==> config.mk <==
export PLATFORM = sky130hd
export DESIGN_NAME = noc_rr_pkt_arbiter
export DESIGN_NICKNAME = d
export VERILOG_FILES = /design/src/rtl/noc_rr_pkt_arbiter.sv
export SDC_FILE = /design/constraint.sdc
export NUM_CORES = 1
export LEC_CHECK = 0
export ABC_AREA = 0
export BUFFER_PORTS_ARGS = -buffer_cell sky130_fd_sc_hd__buf_2
export CAP_MARGIN = 40
export CORE_ASPECT_RATIO = 1.75
export CORE_UTILIZATION = 42
export CTS_BUF_LIST = sky130_fd_sc_hd__clkbuf_8 sky130_fd_sc_hd__clkbuf_16
export CTS_CLUSTER_SIZE = 30
export DETAILED_ROUTE_END_ITERATION = 8
export GPL_TIMING_DRIVEN = 0
export PLACE_DENSITY_LB_ADDON = 0.08
export SLEW_MARGIN = 10
export SYNTH_ARGS = -nofsm -noshare
export SYNTH_HDL_FRONTEND = slang
export SYNTH_SLANG_ARGS = --single-unit
export TNS_END_PERCENT = 10
==> constraint.sdc <==
create_clock -name clk -period 2.2 [get_ports clk]
set_input_delay 0.11 -clock clk [delete_from_list [all_inputs] [get_ports clk]]
set_output_delay 0.11 -clock clk [all_outputs]
set_load 0.02 [all_outputs]
==> src/rtl/noc_rr_pkt_arbiter.sv <==
// Round-robin arbiter: grants one of NUM_PORTS deframer packets into a registered output stage with its XY route.
// Latency 1 cycle from i_ready handshake to o_valid; while o_valid && !o_ready the output holds and all i_ready stay low.
module noc_rr_pkt_arbiter #(
    parameter int NUM_PORTS = 4,
    parameter int COORD_W   = 4,
    parameter int PAYLOAD_W = 32,
    parameter int LOCAL_X   = 0,
    parameter int LOCAL_Y   = 0,
    localparam int PKT_W    = 2*COORD_W + PAYLOAD_W,
    localparam int IDX_W    = $clog2(NUM_PORTS)
) (
    input  logic                       clk,
    input  logic                       rst,
    input  logic [NUM_PORTS-1:0]       i_valid,
    input  logic [NUM_PORTS*PKT_W-1:0] i_pkt,
    output logic [NUM_PORTS-1:0]       i_ready,
    output logic                       o_valid,
    output logic [PKT_W-1:0]           o_pkt,
    output logic [IDX_W-1:0]           o_src,
    output logic [2:0]                 o_dir,
    input  logic                       o_ready
);

    localparam logic [2:0] DIR_LOCAL = 3'd0;
    localparam logic [2:0] DIR_EAST  = 3'd1;
    localparam logic [2:0] DIR_WEST  = 3'd2;
    localparam logic [2:0] DIR_NORTH = 3'd3;
    localparam logic [2:0] DIR_SOUTH = 3'd4;

    typedef enum logic {
        ST_EMPTY = 1'b0,
        ST_FULL  = 1'b1
    } state_t;

    state_t             r_state;
    state_t             w_state_nxt;
    logic [PKT_W-1:0]   r_pkt;
    logic [IDX_W-1:0]   r_src;
    logic [2:0]         r_dir;
    logic [IDX_W-1:0]   r_ptr;

    logic               w_any_req;
    logic               w_can_load;
    logic               w_load;
    logic               w_gnt_found;
    logic [IDX_W-1:0]   w_scan_idx;
    logic [IDX_W-1:0]   w_gnt_idx;
    logic [PKT_W-1:0]   w_gnt_pkt;
    logic [COORD_W-1:0] w_gnt_x;
    logic [COORD_W-1:0] w_gnt_y;

    // Dimension-order routing: resolve X first, then Y, unsigned compare.
    function automatic logic [2:0] route_dir(input logic [COORD_W-1:0] x,
                                             input logic [COORD_W-1:0] y);
        if (x > COORD_W'(LOCAL_X))
            return DIR_EAST;
        else if (x < COORD_W'(LOCAL_X))
            return DIR_WEST;
        else if (y > COORD_W'(LOCAL_Y))
            return DIR_NORTH;
        else if (y < COORD_W'(LOCAL_Y))
            return DIR_SOUTH;
        else
            return DIR_LOCAL;
    endfunction

    assign w_any_req  = |i_valid;
    assign w_can_load = (r_state == ST_EMPTY) || o_ready;
    assign w_load     = w_can_load && w_any_req && !rst;

    // Scan starts at the pointer; index arithmetic wraps because NUM_PORTS is a power of two.
    always_comb begin
        w_gnt_idx   = '0;
        w_gnt_found = 1'b0;
        w_scan_idx  = r_ptr;
        for (int k = 0; k < NUM_PORTS; k++) begin
            w_scan_idx = r_ptr + IDX_W'(k);
            if (!w_gnt_found && i_valid[w_scan_idx]) begin
                w_gnt_found = 1'b1;
                w_gnt_idx   = w_scan_idx;
            end
        end
    end

    assign w_gnt_pkt = i_pkt[w_gnt_idx*PKT_W +: PKT_W];
    assign w_gnt_x   = w_gnt_pkt[PKT_W-1 -: COORD_W];
    assign w_gnt_y   = w_gnt_pkt[PAYLOAD_W +: COORD_W];

    always_ff @(posedge clk) begin
        if (rst)
            r_state <= ST_EMPTY;
        else
            r_state <= w_state_nxt;
    end

    always_comb begin
        w_state_nxt = r_state;
        i_ready     = '0;
        if (w_load)
            i_ready[w_gnt_idx] = 1'b1;
        case (r_state)
            ST_EMPTY: if (w_load) w_state_nxt = ST_FULL;
            ST_FULL:  if (o_ready && !w_any_req) w_state_nxt = ST_EMPTY;
            default:  w_state_nxt = ST_EMPTY;
        endcase
    end

    // Data fields are only written on a load, so a plain drain leaves them as they were.
    always_ff @(posedge clk) begin
        if (rst) begin
            r_pkt <= '0;
            r_src <= '0;
            r_dir <= DIR_LOCAL;
            r_ptr <= '0;
        end else if (w_load) begin
            r_pkt <= w_gnt_pkt;
            r_src <= w_gnt_idx;
            r_dir <= route_dir(w_gnt_x, w_gnt_y);
            r_ptr <= w_gnt_idx + IDX_W'(1);
        end
    end

    assign o_valid = (r_state == ST_FULL);
    assign o_pkt   = r_pkt;
    assign o_src   = r_src;
    assign o_dir   = r_dir;

endmodule

# --- Word-level counts from Yosys, hierarchy flattened ---
# Cells that the tools add are included.
# W data, S select, Z words.
word_totals:
  reg_bits: 48
  in_bits: 167
  out_inout_bits: 50
op_classes:
  add_sub_neg: 4
  multipliers: 1
  n_lt_le_gt_ge: 10
  n_shift: 1
  n_mux: 25
  bitwise_logic: 1
  reduce_logical: 14
ops:
  columns: ["cell", "count"]
  rows:
  - ["$shiftx A160 B9 Y40", 1]
  - ["$lt A2 B3 Y1 const B", 5]
  - ["$mux W3", 4]
  - ["$mux W1", 10]
  - ["$bmux W1 S2", 4]
  - ["$gt A4 B1 Y1 const B", 2]
  - ["$lt A4 B1 Y1 const B", 2]
  - ["$mux W2", 4]
  - ["$logic_and A1 B1 Y1", 7]
  - ["$logic_not A1 Y1", 5]
  - ["$mul A2 B3 Y5 const B", 1]
  - ["$add A2 B1 Y2 const B", 2]
  - ["$add A2 B2 Y2 const B", 2]
  - ["$mux W4", 1]
  - ["$reduce_or A4 Y1", 1]
  - ["$demux W1 S2", 1]
  - ["$ge A2 B1 Y1 const B", 1]
  - ["$pmux W1 S2", 1]
  - ["$logic_or A1 B1 Y1", 1]
  - ["$not A1 Y1", 1]

# --- Logic depth before layout (Yosys ltp) ---
# Gate-level depths: netlist of the first run.
logic_depth:
  depth_word: 19
  depth_mapped: 11
  mapped_depth_nobuf: 8

# --- Least setup slack after synthesis of the first run ---
# No wires, ideal clock.
synth_path:
  kind: "register -> output"
  start: "register r_ptr[1]"
  end: "output port i_ready[2]"
  t_arrival_ns: 1.810
  required_time_ns: 2.090
  path_slack_ns: 0.280
  path_stages_with_launch: 9
  cell_sequence: "dfxtp_1 a21oi_1 o32ai_2 inv_4 buf_6 buf_4 buf_2 ha_1 and2_1"
synth_between:
  elab_chain_len: 17
  elab_cells_between_ends: 30
  classes_between: "add/sub (3); order compare (2); mux (18); reduce/logical (7)"
synth_rtl:
  columns: ["item", "line", "rtl"]
  rows:
  - ["start: declaration", "40", "logic [IDX_W-1:0] r_ptr;"]
  - ["start signal: assignment", "119", "r_ptr <= w_gnt_idx + IDX_W'(1);"]
  - ["branches (longest 11 deep; another with $add A2 B1 Y2)", null, null]
  - ["$mux W2 (*)", "78", "if (!w_gnt_found && i_valid[w_scan_idx]) begin"]
  - ["net w_gnt_idx[1]", "47", "logic [IDX_W-1:0] w_gnt_idx;"]
  - ["$lt A2 B3 Y1 (implied by the code) / $ge A2 B1 Y1 (equally long branches)", "100", "i_ready[w_gnt_idx] = 1'b1;"]
  - ["$logic_and A1 B1 Y1 (implied by the code)", "100", null]
  - ["$mux W1 (implied by the code)", "100", null]
  - ["$demux W1 S2 (*)", "100", null]
  - ["$mux W4 (*)", "99", "if (w_load)"]
  - ["end: declaration", "16", "output logic [NUM_PORTS-1:0] i_ready,"]
# Mark *: on every way through the listed nets, which the timed path passes. The select of a mux whose other input is x is not followed.

# --- Final worst setup path of the first run ---
layout_path:
  start: "register r_ptr[0]"
  end: "output port i_ready[2]"
layout_between:
  elab_chain_len: 17
  elab_cells_between_ends: 30
  classes_between: "add/sub (3); order compare (2); mux (18); reduce/logical (7)"
layout_rtl:
  columns: ["item", "line"]
  rows:
  - ["branches (longest 11 deep; another with $add A2 B1 Y2)", null]
  - ["$mux W2 (*)", "78"]
  - ["$lt A2 B3 Y1 (implied by the code) / $ge A2 B1 Y1 (equally long branches)", "100"]
  - ["$logic_and A1 B1 Y1 (implied by the code)", "100"]
  - ["$mux W1 (implied by the code)", "100"]
  - ["$demux W1 S2 (*)", "100"]
  - ["$mux W4 (*)", "99"]
# Mark *: on every way between the ends. The select of a mux whose other input is x is not followed.

==> impl_metrics.yaml, run 1 <==
drt:
  remaining_drc_errors: 0
  vias_per_cell: 5.06
  initialDrtViolationCount: 148
  first_pass_iters: 4
  num_vias: 3923
  wl_um: 10500
  wire_per_inst_um: 13.5
  ant_nets: 0
critical_path:
  rr_startpoint: "r_ptr[0]"
  cp-startpoint: "r_ptr[0]"
  cp-end-kind: "primary output"
  max_stage_delay_ps: 350
  worst-setup-path-type: "flop to primary output"
  cp_num_buf_inv: 4
  critPathRequiredTime_ps: 2090
  crit_chain: "nor2b_1 > a21o_1 > a211oi_4 > buf_6 > buf_4 > inv_2 > ha_1 > and2_1 > buf_2"
  cp_top_family: "buffers and inverters"
  crit_fanout: 9
  slowest_stage: "dfxtp_1"
  startpoint_type: "flop"
  cp.arrival_ps: 2020
clocking:
  clk_latency_ps: 280
  cts_tree: "built"
  clk_root_buffer_cell: "clkbuf_16"
  htreeDepth: 2
  ctsHoldBuffers: 0
  path_clk_slew_ps: 60
  cts_buffers: 5
  cts.path.max_buffers: 2
  clock_sinks: 47
timing:
  finalCritPeriodShare_pct: 97.0
  final_hold_viol_count: 0
  setup_viol: 0
  worst_slew_pin_slew_ps: 577
  rsz0062_at_grt: "yes"
  setup_tns_ps: 0
  fin_ws_ps: 66.1
  max_slew_margin_pct: 61.2
  fin_crit_ps: 2130
  fmax_mhz: 469
  skew_ps: 6.71
  slew_viol_final: 0
pwr:
  ir_drop_v: 0.000472
  power_density_nw_per_um2: 862
  p_leak_uw: 0.00237
yosys:
  syn_area_um2: 3100
  syn-num-nets: 635
  yosys_warnings: 0
  synth_top_flop_cell: "dfxtp_1"
  ys_seq_area_share_pct: 30.4
  syn-instance-count: 464
  synth_seq_cells: 47
  synth_cell_type_count: 36
  synth_area_per_cell_um2: 6.68
  synthArstFlopShare_pct: 0
  synth_edf_count: 0
floorplanning:
  die_x_um: 66.9
  start_util_pct: 43.2
  dieArea_um2: 7740
  ios: 217
  core_um2: 7180
  fp.dieH_um: 116
  fp-row-count: 41
global_routing:
  grt_start_max_net_pins: 20
  antenna_found_initial: 0
  grt_first_pass_wirelength_um: 16200
  grt_pass1_vias: 3634
  grt_overflow_total: 0
  grt.total_usage_pct: 27.1
placed_design:
  postPlaceCellArea_um2: 4280
  hpwl_um: 8350
  dp.cells: 765
  place.gp.congestion: 0.769
  dp_slack_ps: -176
  numPortBuffers: 215
hold_path:
  hold_path_class: "primary input to flop"
  min_from: "o_ready"
final_layout:
  nets: 860
  stdcell_area_um2: 4510
  syn_to_final_growth_pct: 45.7
  utilization_pct: 62.9
  fin_cells: 776
  drive_gt1_share_pct: 36.8
  num_antenna_cells: 0
flow_run:
  cap_violations: 0
run_status:
  status: "finished, final reports clean"
[worst min-delay path: cells and delay by family]
family / cells / cell delay [ps]
simple gates: 3 / 210
buf+inv: 1 / 80
[area by class of cell]
type	instances	area, µm²
multi-input combinational	375	1990
tap	86	108
sequential	47	945
timing repair buffer	221	1120
inverter	3	13.8
fill	726	2670
clock buffer	7	153
buffer	36	181
clock inverter	1	3.75
[worst paths after layout]
path,to,slack (ps),depth (start not counted)
worst max register to register,o_pkt[14],170,9
worst max-delay path,i_ready[2],70,9
worst min-delay path,o_valid,170,4
worst min register to register,o_dir[1],450,2
[metal layers]
| layer | up-vias | track usage [%] | wire length [µm] |
|---|---|---|---|
| li1 | 2002 | - | - |
| met1 | 1756 | 29.4 | 4110 |
| met2 | 151 | 52.5 | 5640 |
| met3 | 14 | 4.04 | 571 |
| met4 | 0 | 6.67 | 182 |
| met5 | - | 0 | 0 |
[stage by stage]
stage               hold WS [ps]  total power, µW
CTS                          162             3920
global placement             432             3030
finish                       170             3890
detailed placement           447             3060
global route                 191             4160
floorplan                    331             2400
[Yosys cell counts, types with 2 or more instances]
| library cell | n | area [µm²] |
|---|---|---|
| and3_1 | 2 | 12.5 |
| nand3_1 | 32 | 160 |
| o21ai_1 | 55 | 275 |
| ha_1 | 4 | 50.1 |
| buf_4 | 4 | 30.0 |
| mux2_2 | 6 | 67.6 |
| o21ai_0 | 6 | 30.0 |
| buf_1 | 5 | 18.8 |
| dfxtp_1 | 47 | 941 |
| nand2_1 | 173 | 649 |
| nand2b_1 | 3 | 18.8 |
| a21oi_1 | 10 | 50.1 |
| o211ai_1 | 7 | 52.6 |
| nor2b_1 | 4 | 25.0 |
| mux2i_1 | 16 | 160 |
| buf_2 | 10 | 50.1 |
| nand3b_1 | 35 | 263 |
| nor2_1 | 6 | 22.5 |
| and2_1 | 4 | 25.0 |
| clkbuf_1 | 19 | 71.3 |
[cell usage in the layout (no fill, tap or decap), drive strengths merged]
| cell | n |
|---|---|
| conb | 1 |
| a2bb2oi | 1 |
| inv | 4 |
| o211ai | 7 |
| ha | 4 |
| nand3b | 35 |
| nor2 | 6 |
| and2 | 4 |
| mux2 | 7 |
| buf | 237 |
| nand2 | 173 |
| o21ai | 61 |
| and3 | 2 |
| a21o | 1 |
| o32ai | 1 |
| o2111ai | 1 |
| nand3 | 32 |
| a211oi | 1 |
| dfxtp | 47 |
| mux2i | 16 |
| a21oi | 10 |
| clkbuf | 27 |
| nand2b | 3 |
| nand4 | 1 |
| nor4 | 1 |
| nor3 | 1 |
| and4 | 1 |
| nor2b | 4 |
| or3 | 1 |
[power breakdown]
| part | internal (µW) | switching (µW) |
|---|---|---|
| clock | 479 | 300 |
| combinational | 767 | 1210 |
| sequential | 1040 | 94.9 |
[registers in the layout (all words and copies together) (netlist names)]
signal,flops
o_src,2
o_pkt,40
o_dir,2
o_valid,1
r_ptr,2
[what timing repair did]
item                       in CTS  in global routing
setup endpoints to repair      34                 11
pin swaps                       2                  0
resized for setup              10                  3
buffers inserted                6                  0
[kinds of logic (layout without fill, tap and decap cells)]
group           after synthesis  count (layout)  synth area share (%)
flops                        47              47                  30.4
compound gates               83              83                  14.9
fa+ha+maj                     4               4                  1.61
buf+inv                      42             268                  6.30
mux                          23              23                  7.71
simple gates                264             264                  39.0
other cells                   1               1                 0.121
Note: power is estimated with default switching activity, not from simulation.
==> run 2, diff against run 1 <==
--- a/config.mk
+++ b/config.mk
@@ -10,4 +10,5 @@
 export CAP_MARGIN = 40
 export CORE_ASPECT_RATIO = 1.75
+export CORE_MARGIN = 2
 export CORE_UTILIZATION = 42
 export CTS_BUF_LIST = sky130_fd_sc_hd__clkbuf_8 sky130_fd_sc_hd__clkbuf_16
==> constraint.sdc (replaced) <==
create_clock -name clk -period 2.2 [get_ports clk]
set_input_delay 0.11 -clock clk [delete_from_list [all_inputs] [get_ports clk]]
set_output_delay 0.11 -clock clk [all_outputs]
set_load 0.1 [all_outputs]
==> run 2 against run 1 <==
Compared with the run above:
- final area up 3.2%
- die area is 4.8% higher
- clock skew fell by 4.0 ps
- final cell count up 0.64%
- setup slack worse by 9.5 ps
- count of clock-buffer cells in the layout shrank 2
- sequential power barely moved
- non-clock buffer count rose by 7
- combinational power rose by 64%
- critical path type unchanged
==> impl_metrics.yaml, run 2 (synthesized netlist as in run 1, its figures left out) <==
final_layout:
  final_cell_mix: "buf_2 (217), nand2_1 (173), o21ai_1 (55)"
  fin_cells: 781
  drive_gt1_share_pct: 38.4
  num_antenna_cells: 0
  utilization_pct: 64.9
  nets: 867
  syn_to_final_growth_pct: 50.3
  mostFrequentLayoutCell: "buf_2"
  largest_register_ffs: 40
placed_design:
  dp.cells: 765
  numPortBuffers: 215
  hpwl_um: 8520
  place.gp.congestion: 0.770
  dp_slack_ps: -398
global_routing:
  grt_pass1_vias: 3905
  antenna_found_initial: 0
  grt.total_usage_pct: 27.3
  grt_overflow_total: 0
  grt_first_pass_wirelength_um: 17400
  grt_start_max_net_pins: 21
critical_path:
  slowest_stage: "dfxtp_2"
  startpoint_type: "flop"
  cp-end-kind: "primary output"
  reg2reg_slack_ps: 140
  worst-setup-path-type: "flop to primary output"
  cp.arrival_ps: 2030
  crit_fanout: 11
  critPathRequiredTime_ps: 2090
  crit_top_cell: "buf_12"
  crit_chain: "nand2b_1 > nor2b_1 > o32ai_4 > inv_4 > buf_12 > buf_6 > ha_1 > and2_2 > buf_12"
  max_stage_delay_ps: 330
timing:
  fin_ws_ps: 56.6
  fin_crit_ps: 2140
  setup_viol: 0
  fmax_mhz: 467
  skew_ps: 2.68
  worst_slew_pin_slew_ps: 561
  finalCritPeriodShare_pct: 97.4
  hold_ws_ps: 160
  max_slew_margin_pct: 62.6
  final_hold_viol_count: 0
  rsz0062_at_grt: "yes"
  slew_viol_final: 0
clocking:
  htreeDepth: 2
  clock_sinks: 47
  cts.path.max_buffers: 2
  cts_buffers: 5
  ctsHoldBuffers: 0
  clk_root_buffer_cell: "clkbuf_16"
  cts_tree: "built"
  clk_latency_ps: 280
  path_clk_slew_ps: 60
floorplanning:
  start_util_pct: 43.2
  die_x_um: 68.9
  fp.dieH_um: 118
  ios: 217
  fp-row-count: 41
  core_um2: 7180
  dieArea_um2: 8110
hold_path:
  hold_path_class: "primary input to flop"
flow_run:
  cap_violations: 0
drt:
  wl_um: 10900
  remaining_drc_errors: 0
  ant_nets: 0
  wire_per_inst_um: 13.9
  num_vias: 3955
  vias_per_cell: 5.06
  first_pass_iters: 4
  initialDrtViolationCount: 133
pwr:
  ir_drop_v: 0.000665
  p_leak_uw: 0.00242
  power_density_nw_per_um2: 1090
  fin_total_pwr_uw: 5070
run_status:
  status: "finished, final reports clean"
## run 2: critical path: cells and delay by family, from the launching register on
family / cells / cell delay, ps
AOI/OAI and AO/OA: 1 / 230
adders and majority gates: 1 / 190
buffers and inverters: 4 / 510
DFF: 1 / 330
and+or+nand+nor: 3 / 500
## run 2: layout make-up
type	count	area, µm²
clock buffers	5	125
fillers	704	2520
well taps	86	108
multi-input cells	375	2000
repair buffers	228	1260
inverters	3	13.8
flip-flops and latches	47	947
clock inverters	1	3.75
plain buffers	36	205
## run 2: per-stage QoR
stage / instance area [µm²] / setup TNS [ps]
after floorplan: 3110 / 0
final: 4660 / 0
after global placement: 4290 / -1700
after global routing: 4660 / -20.5
after detailed placement: 4290 / -2730
after CTS: 4570 / 0
## run 2: where the power goes
| group | internal, µW | switching (µW) | leakage (µW) |
|---|---|---|---|
| sequential | 1040 | 101 | 0.000391 |
| combinational | 885 | 2350 | 0.00197 |
| clock | 404 | 288 | 0.0000669 |
## run 2: metal layers
| metal | global-route usage [%] | vias up | part of all wire [%] | routed length [µm] |
|---|---|---|---|---|
| met3 | 3.44 | 11 | 5.1 | 550 |
| li1 | - | 2022 | - | - |
| met2 | 50.9 | 128 | 54 | 5910 |
| met1 | 30.9 | 1794 | 39 | 4240 |
| met5 | 0 | - | 0 | 0 |
| met4 | 6.86 | 0 | 1.4 | 150 |
## run 2: path summary, 6_finish.rpt
kind / startpoint / end / cells after the start
setup / recovery: r_ptr[0] / i_ready[2] / 9
hold / removal: o_ready / o_valid / 4
setup reg to reg: r_ptr[0] / o_dir[0] / 10
hold reg to reg: o_pkt[4] / o_pkt[4] / 2
## run 2: timing repair
| item | in CTS | in global routing |
|---|---|---|
| gates resized for setup | 26 | 12 |
| pin swaps | 2 | 2 |
| setup endpoints to repair | 37 | 36 |
| gates cloned | 0 | 1 |
| setup buffers | 9 | 3 |
| endpoints found under the hold margin | 0 | 0 |
==> run 3, diff against run 2 <==
CELL_PAD_IN_SITES_DETAIL_PLACEMENT = 0   (was default)
CELL_PAD_IN_SITES_GLOBAL_PLACEMENT = 1   (was default)
CORE_UTILIZATION = 27   (was 42)
MAX_ROUTING_LAYER = met4   (was default)
==> run 3 against run 2 <==
Compared with the run above:
- critical path depth stayed put
- setup slack got worse by 29 ps
- maximum frequency is 1.3% lower
- register-to-register slack improved by 50 ps
- power fell by 0.31%
- critical path type unchanged
- highest routed layer unchanged
==> impl_metrics.yaml, run 3 (synthesized netlist as in run 1, its figures left out) <==
drt:
  vias_per_cell: 4.72
  num_vias: 3864
  wire_per_inst_um: 15.2
  remaining_drc_errors: 0
  ant_nets: 0
  wl_um: 12400
  initialDrtViolationCount: 127
  first_pass_iters: 4
clocking:
  path_clk_slew_ps: 60
  clock_sinks: 47
  cts_tree: "built"
  clk_latency_ps: 290
  ctsHoldBuffers: 0
  clk_root_buffer_cell: "clkbuf_16"
  htreeDepth: 2
  cts.path.max_buffers: 2
  cts_buffers: 5
run_status:
  status: "finished, final reports clean"
critical_path:
  cp.arrival_ps: 2060
  worst-setup-path-type: "flop to primary output"
  max_stage_delay_ps: 330
  r2r-end: "o_dir[0]"
  cp-startpoint: "r_ptr[0]"
  cp_top_family: "buffers and inverters"
  slowest_stage: "dfxtp_2"
  critPathRequiredTime_ps: 2090
  crit_fanout: 19
  startpoint_type: "flop"
  cp_num_buf_inv: 4
  cp.depth: 9
  cp-end-kind: "primary output"
  crit_chain: "nand2b_1 > nor2b_2 > o32ai_4 > inv_4 > buf_6 > buf_6 > ha_1 > and2_2 > buf_8"
  reg2reg_slack_ps: 190
  crit_path_end: "i_ready[3]"
  reg2reg_depth: 9
  rr_startpoint: "r_ptr[0]"
  crit_top_cell: "buf_6"
pwr:
  p_leak_uw: 0.00237
  fin_total_pwr_uw: 5050
  power_density_nw_per_um2: 1100
  ir_drop_v: 0.000441
floorplanning:
  ios: 217
  die_x_um: 85.0
  core_um2: 11200
  start_util_pct: 27.8
  dieArea_um2: 12400
  fp.dieH_um: 146
  fp-row-count: 51
global_routing:
  antenna_found_initial: 0
  grt.total_usage_pct: 20.2
  grt_start_max_net_pins: 21
  grt_overflow_total: 0
  grt_pass1_vias: 3905
  grt_first_pass_wirelength_um: 19400
final_layout:
  mostFrequentLayoutCell: "buf_2"
  largest_register_ffs: 40
  nets: 858
  drive_gt1_share_pct: 38.1
  num_antenna_cells: 0
  final_cell_mix: "buf_2 (218), nand2_1 (173), o21ai_1 (55)"
  stdcell_area_um2: 4610
  nFillCells: 1264
  syn_to_final_growth_pct: 48.8
placed_design:
  postPlaceCellArea_um2: 4350
  hpwl_um: 10100
  numPortBuffers: 215
  place.gp.congestion: 0.841
  dp_slack_ps: -510
timing:
  finalCritPeriodShare_pct: 98.7
  max_slew_margin_pct: 57.1
  skew_ps: 5.93
  worst_slew_pin_slew_ps: 637
  fmax_mhz: 460
  fin_crit_ps: 2170
  setup_tns_ps: 0
  slew_viol_final: 0
  final_hold_viol_count: 0
  setup_viol: 0
  hold_ws_ps: 152
  fin_ws_ps: 27.7
  rsz0062_at_grt: "yes"
flow_run:
  cap_violations: 0
hold_path:
  hold_path_class: "primary input to flop"
run 3: changes by cell type in the layout (fill, tap and decap cells not counted), moves of 2 or more:
cell	previous run	this run
buf_1	4	2
buf_12	6	0
buf_4	12	4
buf_6	3	5
buf_8	1	5
run 3: worst min-delay path by stage:
stage	startpoint	end	cells after the start
final	o_ready	o_valid	4
after global routing	o_ready	o_valid	4
after CTS	o_ready	o_valid	4
after detailed placement	o_src[0]	o_src[0]	2
after global placement	o_ready	o_valid	4
after floorplan	o_ready	o_valid	3
run 3: layer usage:
layer	GRT usage (%)	vias to the layer above	routed length (µm)
met2	38.2	128	6980
met5	-	-	0
met1	21.2	1724	4590
met3	3.29	12	674
met4	4.84	0	182
li1	-	2000	-
run 3: report_power, final:
| part | internal, µW | switching [µW] | total (µW) |
|---|---|---|---|
| sequential | 1040 | 103 | 1150 |
| combinational | 786 | 2350 | 3140 |
| clock | 444 | 322 | 766 |
| total | 2270 | 2780 | 5050 |
run 3: final cells by class:
type / instances / area, µm² / area share, %
clock inverter: 1 / 5.00 / 0.109
sequential: 47 / 947 / 20.5
inverter: 3 / 13.8 / 0.299
timing repair buffer: 219 / 1150 / 25.0
clock buffer: 6 / 139 / 3.01
buffer: 36 / 189 / 4.10
multi-input combinational: 375 / 2000 / 43.3
tap: 132 / 165 / 3.58
run 3: through the flow:
step	util, %	cells
final	41.3	819
after global routing	41.3	819
after CTS	41.3	819
after detailed placement	38.9	811
after global placement	38.9	811
after floorplan	-	464
run 3: tightest hold or removal path, stage by stage:
cell	delay [ps]
buf_2	80
nor2b_1	70
nor2b_1	110
nor2_1	40
run 3: what timing repair did:
item	4_1_cts	5_1_grt
cloned	0	0
setup buffers	4	0
hold endpoints to repair	0	0
pin swaps	2	0
gates resized for setup	30	4
endpoints found under the setup margin	39	23
